===== config.mk =====
export PLATFORM = sky130hd
export DESIGN_NAME = vram_arbiter
export DESIGN_NICKNAME = d
export VERILOG_FILES = /design/src/rtl/vram_arbiter.sv
export SDC_FILE = /design/constraint.sdc
export NUM_CORES = 1
export LEC_CHECK = 0
export CORE_MARGIN = 5
export CORE_UTILIZATION = 50
export DETAILED_ROUTE_END_ITERATION = 7
export PLACE_DENSITY = 0.77
export SLEW_MARGIN = 10
export SYNTH_ARGS = -nofsm -noshare
export SYNTH_HDL_FRONTEND = slang
export SYNTH_SLANG_ARGS = --single-unit

===== constraint.sdc =====
create_clock -name CLK100MHZ -period 2.6 [get_ports CLK100MHZ]
set_clock_uncertainty 0.2 [all_clocks]
set_input_delay 0.52 -clock CLK100MHZ [delete_from_list [all_inputs] [get_ports CLK100MHZ]]
set_output_delay 0.52 -clock CLK100MHZ [all_outputs]
set_load 0.02 [all_outputs]

===== src/rtl/vram_arbiter.sv =====
// vram_arbiter: shares one single-port 12-bit frame-buffer RAM between the
// scan-out read path, a posted pixel-write client and an optional frame clear.
// Slot priority per cycle: READ > WRITE (FIFO drain) > CLEAR > IDLE.
// Optional feature macro: VRAM_CLEAR_EN (adds clear_start/clear_color/clear_busy).
module vram_arbiter #(
    parameter int unsigned WIDTH       = 640,
    parameter int unsigned HEIGHT      = 480,
    parameter int unsigned ADDR_W      = 19,
    parameter int unsigned WFIFO_DEPTH = 4
) (
    input  logic                                   CLK100MHZ,
    input  logic                                   reset,
    input  logic                                   pix_tick,
    input  logic [9:0]                             horizontal,
    input  logic [8:0]                             vertical,
    output logic [11:0]                            data,
    input  logic                                   wr_valid,
    output logic                                   wr_ready,
    input  logic [9:0]                             wr_x,
    input  logic [8:0]                             wr_y,
    input  logic [11:0]                            wr_color,
`ifdef VRAM_CLEAR_EN
    input  logic                                   clear_start,
    input  logic [11:0]                            clear_color,
    output logic                                   clear_busy,
`endif
    output logic                                   mem_en,
    output logic                                   mem_we,
    output logic [ADDR_W-1:0]                      mem_addr,
    output logic [11:0]                            mem_wdata,
    input  logic [11:0]                            mem_rdata,
    output logic [$clog2(WFIFO_DEPTH+1)-1:0]       fifo_level
);

    localparam int unsigned PTR_W   = $clog2(WFIFO_DEPTH);
    localparam int unsigned LVL_W   = $clog2(WFIFO_DEPTH+1);
    localparam int unsigned COLOR_W = 12;

    typedef struct packed {
        logic [ADDR_W-1:0]  addr;
        logic [COLOR_W-1:0] color;
    } wr_entry_t;

    // Write FIFO storage and bookkeeping
    wr_entry_t          fifo_q [WFIFO_DEPTH];
    logic [PTR_W-1:0]   wr_ptr_q, rd_ptr_q;
    logic [LVL_W-1:0]   level_q, level_d;
    logic               wr_ready_q;

    // Read pipeline: stage 1 = RAM access cycle, stage 2 = RAM data cycle
    logic               rd1_q, rd1_hit_q, rd2_q, rd2_hit_q;
    logic [COLOR_W-1:0] data_q;

    // Registered RAM interface
    logic               mem_en_q, mem_en_d, mem_we_q, mem_we_d;
    logic [ADDR_W-1:0]  mem_addr_q, mem_addr_d;
    logic [COLOR_W-1:0] mem_wdata_q, mem_wdata_d;

    logic               rd_in_c, wr_in_c, rd_slot_c, push_c, pop_c;
    logic               fifo_full_c, fifo_empty_c, clr_slot_c;
    logic [ADDR_W-1:0]  rd_addr_c, wr_addr_c, clr_addr_c;
    logic [COLOR_W-1:0] clr_color_c;

    // Coordinate range checks and linear addresses
    assign rd_in_c   = (32'(horizontal) < WIDTH) && (32'(vertical) < HEIGHT);
    assign wr_in_c   = (32'(wr_x) < WIDTH) && (32'(wr_y) < HEIGHT);
    assign rd_addr_c = ADDR_W'(vertical) * ADDR_W'(WIDTH) + ADDR_W'(horizontal);
    assign wr_addr_c = ADDR_W'(wr_y) * ADDR_W'(WIDTH) + ADDR_W'(wr_x);

    // Slot decision; out-of-range ticks release the slot to lower priorities
    assign fifo_full_c  = (level_q == LVL_W'(WFIFO_DEPTH));
    assign fifo_empty_c = (level_q == '0);
    assign rd_slot_c    = pix_tick && rd_in_c;
    assign pop_c        = !rd_slot_c && !fifo_empty_c;
    assign push_c       = wr_valid && !fifo_full_c && wr_in_c;

`ifdef VRAM_CLEAR_EN
    localparam int unsigned PIXELS = WIDTH * HEIGHT;

    logic               clr_busy_q;
    logic [ADDR_W-1:0]  clr_addr_q;
    logic [COLOR_W-1:0] clr_color_q;

    assign clr_slot_c  = clr_busy_q && !rd_slot_c && fifo_empty_c;
    assign clr_addr_c  = clr_addr_q;
    assign clr_color_c = clr_color_q;
    assign clear_busy  = clr_busy_q;

    // Clear engine: walk every pixel address once, only in otherwise-free slots
    always_ff @(posedge CLK100MHZ or posedge reset) begin
        if (reset) begin
            clr_busy_q  <= 1'b0;
            clr_addr_q  <= '0;
            clr_color_q <= '0;
        end else if (!clr_busy_q && clear_start) begin
            clr_busy_q  <= 1'b1;
            clr_addr_q  <= '0;
            clr_color_q <= clear_color;
        end else if (clr_slot_c) begin
            clr_addr_q <= clr_addr_q + ADDR_W'(1);
            if (clr_addr_q == ADDR_W'(PIXELS - 1)) begin
                clr_busy_q <= 1'b0;
            end
        end
    end
`else
    assign clr_slot_c  = 1'b0;
    assign clr_addr_c  = '0;
    assign clr_color_c = '0;
`endif

    // Next FIFO occupancy
    always_comb begin
        level_d = level_q;
        if (push_c && !pop_c) begin
            level_d = level_q + LVL_W'(1);
        end else if (!push_c && pop_c) begin
            level_d = level_q - LVL_W'(1);
        end
    end

    // Next RAM command from the winning slot; address/data hold when idle
    always_comb begin
        mem_en_d    = 1'b0;
        mem_we_d    = 1'b0;
        mem_addr_d  = mem_addr_q;
        mem_wdata_d = mem_wdata_q;
        if (rd_slot_c) begin
            mem_en_d   = 1'b1;
            mem_addr_d = rd_addr_c;
        end else if (pop_c) begin
            mem_en_d    = 1'b1;
            mem_we_d    = 1'b1;
            mem_addr_d  = fifo_q[rd_ptr_q].addr;
            mem_wdata_d = fifo_q[rd_ptr_q].color;
        end else if (clr_slot_c) begin
            mem_en_d    = 1'b1;
            mem_we_d    = 1'b1;
            mem_addr_d  = clr_addr_c;
            mem_wdata_d = clr_color_c;
        end
    end

    // FIFO payload storage (no reset needed; validity tracked by level_q)
    always_ff @(posedge CLK100MHZ) begin
        if (push_c) begin
            fifo_q[wr_ptr_q] <= '{addr: wr_addr_c, color: wr_color};
        end
    end

    // Control state: FIFO pointers, RAM command, read pipeline and pixel output
    always_ff @(posedge CLK100MHZ or posedge reset) begin
        if (reset) begin
            wr_ptr_q    <= '0;
            rd_ptr_q    <= '0;
            level_q     <= '0;
            wr_ready_q  <= 1'b1;
            mem_en_q    <= 1'b0;
            mem_we_q    <= 1'b0;
            mem_addr_q  <= '0;
            mem_wdata_q <= '0;
            rd1_q       <= 1'b0;
            rd1_hit_q   <= 1'b0;
            rd2_q       <= 1'b0;
            rd2_hit_q   <= 1'b0;
            data_q      <= '0;
        end else begin
            if (push_c) begin
                wr_ptr_q <= wr_ptr_q + PTR_W'(1);
            end
            if (pop_c) begin
                rd_ptr_q <= rd_ptr_q + PTR_W'(1);
            end
            level_q     <= level_d;
            wr_ready_q  <= (level_d != LVL_W'(WFIFO_DEPTH));
            mem_en_q    <= mem_en_d;
            mem_we_q    <= mem_we_d;
            mem_addr_q  <= mem_addr_d;
            mem_wdata_q <= mem_wdata_d;
            rd1_q       <= pix_tick;
            rd1_hit_q   <= rd_in_c;
            rd2_q       <= rd1_q;
            rd2_hit_q   <= rd1_hit_q;
            if (rd2_q) begin
                data_q <= rd2_hit_q ? mem_rdata : '0;
            end
        end
    end

    assign data       = data_q;
    assign wr_ready   = wr_ready_q;
    assign mem_en     = mem_en_q;
    assign mem_we     = mem_we_q;
    assign mem_addr   = mem_addr_q;
    assign mem_wdata  = mem_wdata_q;
    assign fifo_level = level_q;

endmodule


# [After elaboration in Yosys (flattened, before gate mapping)]
# Memory sizes are Yosys's and may differ from the RTL's.
# Cells that the tools add are included.
[totals] mem_bits_rw=124 n_memories=1 input_bits=66 ff_bits=57 wordCells=55 output_inout_bits=49
[memory_table] name="fifo_q" words=4 width=31 rd=1 rd_clocked_by_memory_dff=0 write_ports=1 line_no="45" source="wr_entry_t fifo_q [WFIFO_DEPTH];"
[op_classes] n_reduce_logical=16 n_lt_le_gt_ge=4 multipliers=2 eq_ne=2 n_bitwise=1 mux=10 add_sub_neg=6
[op_table] operator="$add A19 B10 Y19" count=2
[op_table] operator="$mux W19" count=2
[op_table] operator="$mul A9 B3 Y12 const B" count=2
[op_table] operator="$lt A10 B10 Y1 const B" count=2
[op_table] operator="$lt A9 B9 Y1 const B" count=2
[op_table] operator="$mux W12" count=1
[op_table] operator="$logic_and A1 B1 Y1" count=8
[op_table] operator="$mux W3" count=2
[op_table] operator="$logic_not A1 Y1" count=5
[op_table] operator="$mux W1" count=5
[op_table] operator="$add A2 B1 Y2 const B" count=2
[op_table] operator="$add A3 B1 Y3 const B" count=1
[op_table] operator="$eq A3 B3 Y1 const B" count=1
[op_table] operator="$logic_not A3 Y1" count=1
[op_table] operator="$ne A3 B3 Y1 const B" count=1
[op_table] operator="$sub A3 B1 Y3 const B" count=1
[op_table] operator="$reduce_and A2 Y1" count=1
[op_table] operator="$reduce_bool A2 Y1" count=1
[op_table] operator="$not A1 Y1" count=1

# [Logic depth before layout (Yosys ltp)]
[depth] ltp_word=9 ltp_mapped=9 depth_no_buf=9

# [Worst setup path after synthesis]
# No wires, ideal clock.
[synth_timing] kind="in2reg" start="input port wr_y[1]" end="memory fifo_q[0][29] in the netlist's numbering, data pin" setup_slack_ps=-510 cell_stages=9 setup_ps=279 t_required_ps=2121 n_path_buf=0 arrival_ps=2631 path_cell_list="ha_1 ha_1 fa_1 a211oi_2 nor2_1 xor2_1 nor4b_4 nand3_1 xor3_1"
[synth_via] elab_chain_cells=2
[synth_rtl] element="start: declaration" line_no="20" source="input logic [8:0] wr_y,"
[synth_rtl] element="$mul A9 B3 Y12" line_no="68" source="assign wr_addr_c = ADDR_W'(wr_y) * ADDR_W'(WIDTH) + ADDR_W'(wr_x);"
[synth_rtl] element="$add A19 B10 Y19" line_no="68"
[synth_rtl] element="via wr_addr_c[17]" line_no="61" source="logic [ADDR_W-1:0] rd_addr_c, wr_addr_c, clr_addr_c;"
[synth_rtl] element="end: declaration" line_no="45"
# The timed path passes the listed nets, and every way through them passes these cells.

# [Worst setup path in the final report]
[layout_timing] start="input port wr_y[3]" end="memory fifo_q[1][29] in the netlist's numbering, data pin"
# The elaborated chain is that of the path after synthesis.

==> run_results.csv <==
group,metric,value,unit
critical_path,endpoint_kind,"register",
timing,rsz0062_at_grt,"true",
timing,slew_viol_final,0,
layout,nets,875,
layout,fillers,1106,
logic_synthesis,synth-simple-area-share,8.06,%
layout,final_cells,997,
placed_design,preCtsSetupSlack,-0.918,ns
logic_synthesis,synth_area,8230,um2
timing,maxSlewHeadroom,55.5,%
detailed_routing,drtIter0Drc,389,
critical_path,path_max_fanout,5,
placed_design,dp.final_hpwl,12100,um
clocking,clk_pin_slew,0.06,ns
logic_synthesis,synthMuxAreaShare,10.1,%
logic_synthesis,avgSynthCellArea,14.6,um2
detailed_routing,post-route-drc-count,0,
die,die_height,138,um
logic_synthesis,synthAdderAreaFrac,7.21,%
critical_path,startpoint_type,"input port",
layout,diodes,0,
logic_synthesis,syn_inst,563,
detailed_routing,wl,17900,um
die,die_w,138,um
outcome,outcome,"finished with violations",
logic_synthesis,synth-compound-area-share,6.49,%
clocking,numCtsBuffers,17,
clocking,clkLatencyLatePin,0.43,ns
logic_synthesis,synthDistinctLibCells,59,
detailed_routing,vias_per_cell,5.31,
logic_synthesis,synth_warnings,0,
clocking,cts_tree,"built",
placed_design,io_buffer_count,114,
die,start_util,50.3,%
placed_design,dp.cells,956,
die,boundaryPins,115,
power,leakage,4.33,nW
clocking,root_buffer,"clkbuf_16",
layout,multi_input_area,3380,um2
detailed_routing,vias,5291,
detailed_routing,first_pass_iters,5,
grt,track_usage,19.5,%
timing,worst_slack,-0.0386,ns
layout,design_area,11400,um2
layout,area_growth,38.6,%
logic_synthesis,ys_ff_latch,181,
timing,finalCritPeriodShare,101,%
logic_synthesis,synth_top_family_by_area,"multiplexers",
worst_hold_path,hold_class,"register to register",
logic_synthesis,seq_area_frac_synth,62.6,%
logic_synthesis,synthesis.nets,674,
grt,grt-ovfl-total,0,
timing,timing.hold.ws,0.151,ns
layout,layout-drive-gt1-share,30.9,%
power,pwr_density_cell,925,nW/um2
timing,setup_viol,8,
critical_path,cp.arrival,2.59,ns
logic_synthesis,synth_edf_count,124,
layout,seq_area,5150,um2
clocking,clock_sink_count,181,
die,rows,47,
critical_path,path_class,"input port to register",
outcome,violations,"negative setup slack",
grt,grt_max_degree,41,
power,peakVddDrop,0.000544,V
clocking,postCtsHoldBufs,0,
clocking,ctsLongestPathBuffers,2,
logic_synthesis,ys_async_sr_fraction,31.5,%
detailed_routing,wl_per_cell,18.0,um
placed_design,place.gp.congestion,0.835,
timing,worst_slew_pin_slew,0.668,ns
grt,grt_pass1_wl,30000,um
placed_design,placed_cell_area,10400,um2
run,max_cap_viol_count,0,
timing,hold_viol,0,
clocking,cts_max_level,4,
grt,grt_pass1_vias,5835,
logic_synthesis,ys.flop_type,"edfxtp_1",
critical_path,required,2.55,ns
logic_synthesis,yosys.area_share.xor_xnor,3.27,%
timing,fmax,0.379,GHz
detailed_routing,drt.antenna.violating_nets,0,
die,dieArea,19100,um2
timing,fin_crit,2.64,ns
die,core_area,16300,um2
grt,antenna_found_initial,0,
-- worst paths after layout --
path	from	endpoint	slack, ns	cells after the start
hold reg to reg	rd1_q	rd2_q	0.15	0
setup / recovery	wr_y[3]	fifo_q[1][29]	-0.04	10
min in group asynchronous	reset	data[10]	0.19	2
hold / removal	rd1_q	rd2_q	0.15	0
max in group asynchronous	reset	rd_ptr_q[0]	1.45	3
setup reg to reg	fifo_level[1]	wr_ready	0.26	8
-- cell usage after synthesis, drive strengths merged (4+ instances only) --
cell    instances  area (um2)
dfrtp          56        1400
and2            6        37.5
a31oi          16         106
mux4           31         698
nand2          67         251
nor2           33         126
edfxtp        124        3720
buf            10        48.8
nor3            4        20.0
inv            26        97.6
fa              4        80.1
ha             41         513
o21ai          32         160
a211oi          5        57.6
nand3           5        25.0
nor2b           4        25.0
mux2           12         135
clkbuf         10        37.5
a21oi           6        30.0
xor2           12         105
xnor2          16         140
-- flip-flops by register name (all words and copies together) (netlist names) --
name / count
mem_en: 1
mem_addr: 19
wr_ptr_q: 2
rd1_q: 1
fifo_level: 3
rd_ptr_q: 2
wr_ready: 1
mem_we: 1
fifo_q: 124
data: 12
rd1_hit_q: 1
rd2_hit_q: 1
rd2_q: 1
mem_wdata: 12
-- critical path, stage by stage --
cell and delay [ns]:
buf_8 0.10, ha_4 0.24, ha_4 0.16, buf_4 0.12
buf_4 0.13, a211oi_4 0.31, nor2_4 0.12, o221ai_1 0.21
o2bb2ai_1 0.24, xor3_1 0.44
-- final cells by class --
type / count / share of cell area (%)
Multi-Input combinational cell: 336 / 29.6
Tap cell: 220 / 2.41
Timing Repair Buffer: 202 / 16.9
Sequential cell: 181 / 45.2
Inverter: 26 / 0.856
Clock buffer: 18 / 3.76
Clock inverter: 14 / 1.26
-- layer usage --
metal | vias up | part of all wire (%) | global-route usage (%)
met1 | 2640 | 42 | 25.0
met2 | 129 | 52 | 33.7
met4 | 0 | 1.8 | 5.56
met3 | 26 | 4.0 | 4.25
li1 | 2496 | - | -
met5 | - | 0 | 0
-- logic make-up after synthesis --
logic type | Yosys count
and+or+nand+nor | 139
buffers and inverters | 46
DFF | 181
AOI/OAI and AO/OA | 80
muxes | 43
xor gates and xnor gates | 29
adders and majority gates | 45
-- repair_timing --
item | 4_1_cts | 5_1_grt
gates resized for setup | 78 | 28
buffers inserted | 6 | 3
setup endpoints to repair | 34 | 25
pin swaps | 27 | 22
hold endpoints to repair | 0 | 0
gates cloned | 0 | 0
-- cell usage in the layout, fill, tap and decap left out, types with 11 or more instances in the layout --
master / synthesis / layout
buf_12: 0 / 11
clkbuf_16: 0 / 17
edfxtp_1: 124 / 124
mux2_2: 12 / 12
nand2_1: 67 / 67
xnor2_1: 16 / 14
inv_1: 26 / 24
mux4_2: 31 / 31
clkdlybuf4s50_1: 0 / 96
o21ai_0: 25 / 20
buf_4: 1 / 76
a31oi_1: 15 / 15
ha_4: 0 / 22
dfrtp_1: 56 / 55
ha_1: 41 / 18
nor2_1: 32 / 28
-- stage by stage --
| stage | power, W | setup TNS, ns | utilization (%) |
|---|---|---|---|
| finish | 0.0106 | -0.243 | 69.8 |
| global route | 0.0111 | -1.10 | 69.8 |
| CTS | 0.0106 | -0.216 | 69.1 |
| detailed placement | 0.00801 | -56.83 | 63.5 |
| global placement | 0.00786 | -51.05 | 63.5 |
| floorplan | 0.00635 | -2.82 | - |
-- power by group --
part / total [W] / internal, W / switching (W)
clock: 0.00244 / 0.00134 / 0.00109
sequential: 0.00408 / 0.00375 / 0.000327
combinational: 0.00403 / 0.00206 / 0.00197
No activity file was read; power rests on OpenSTA's default activity.
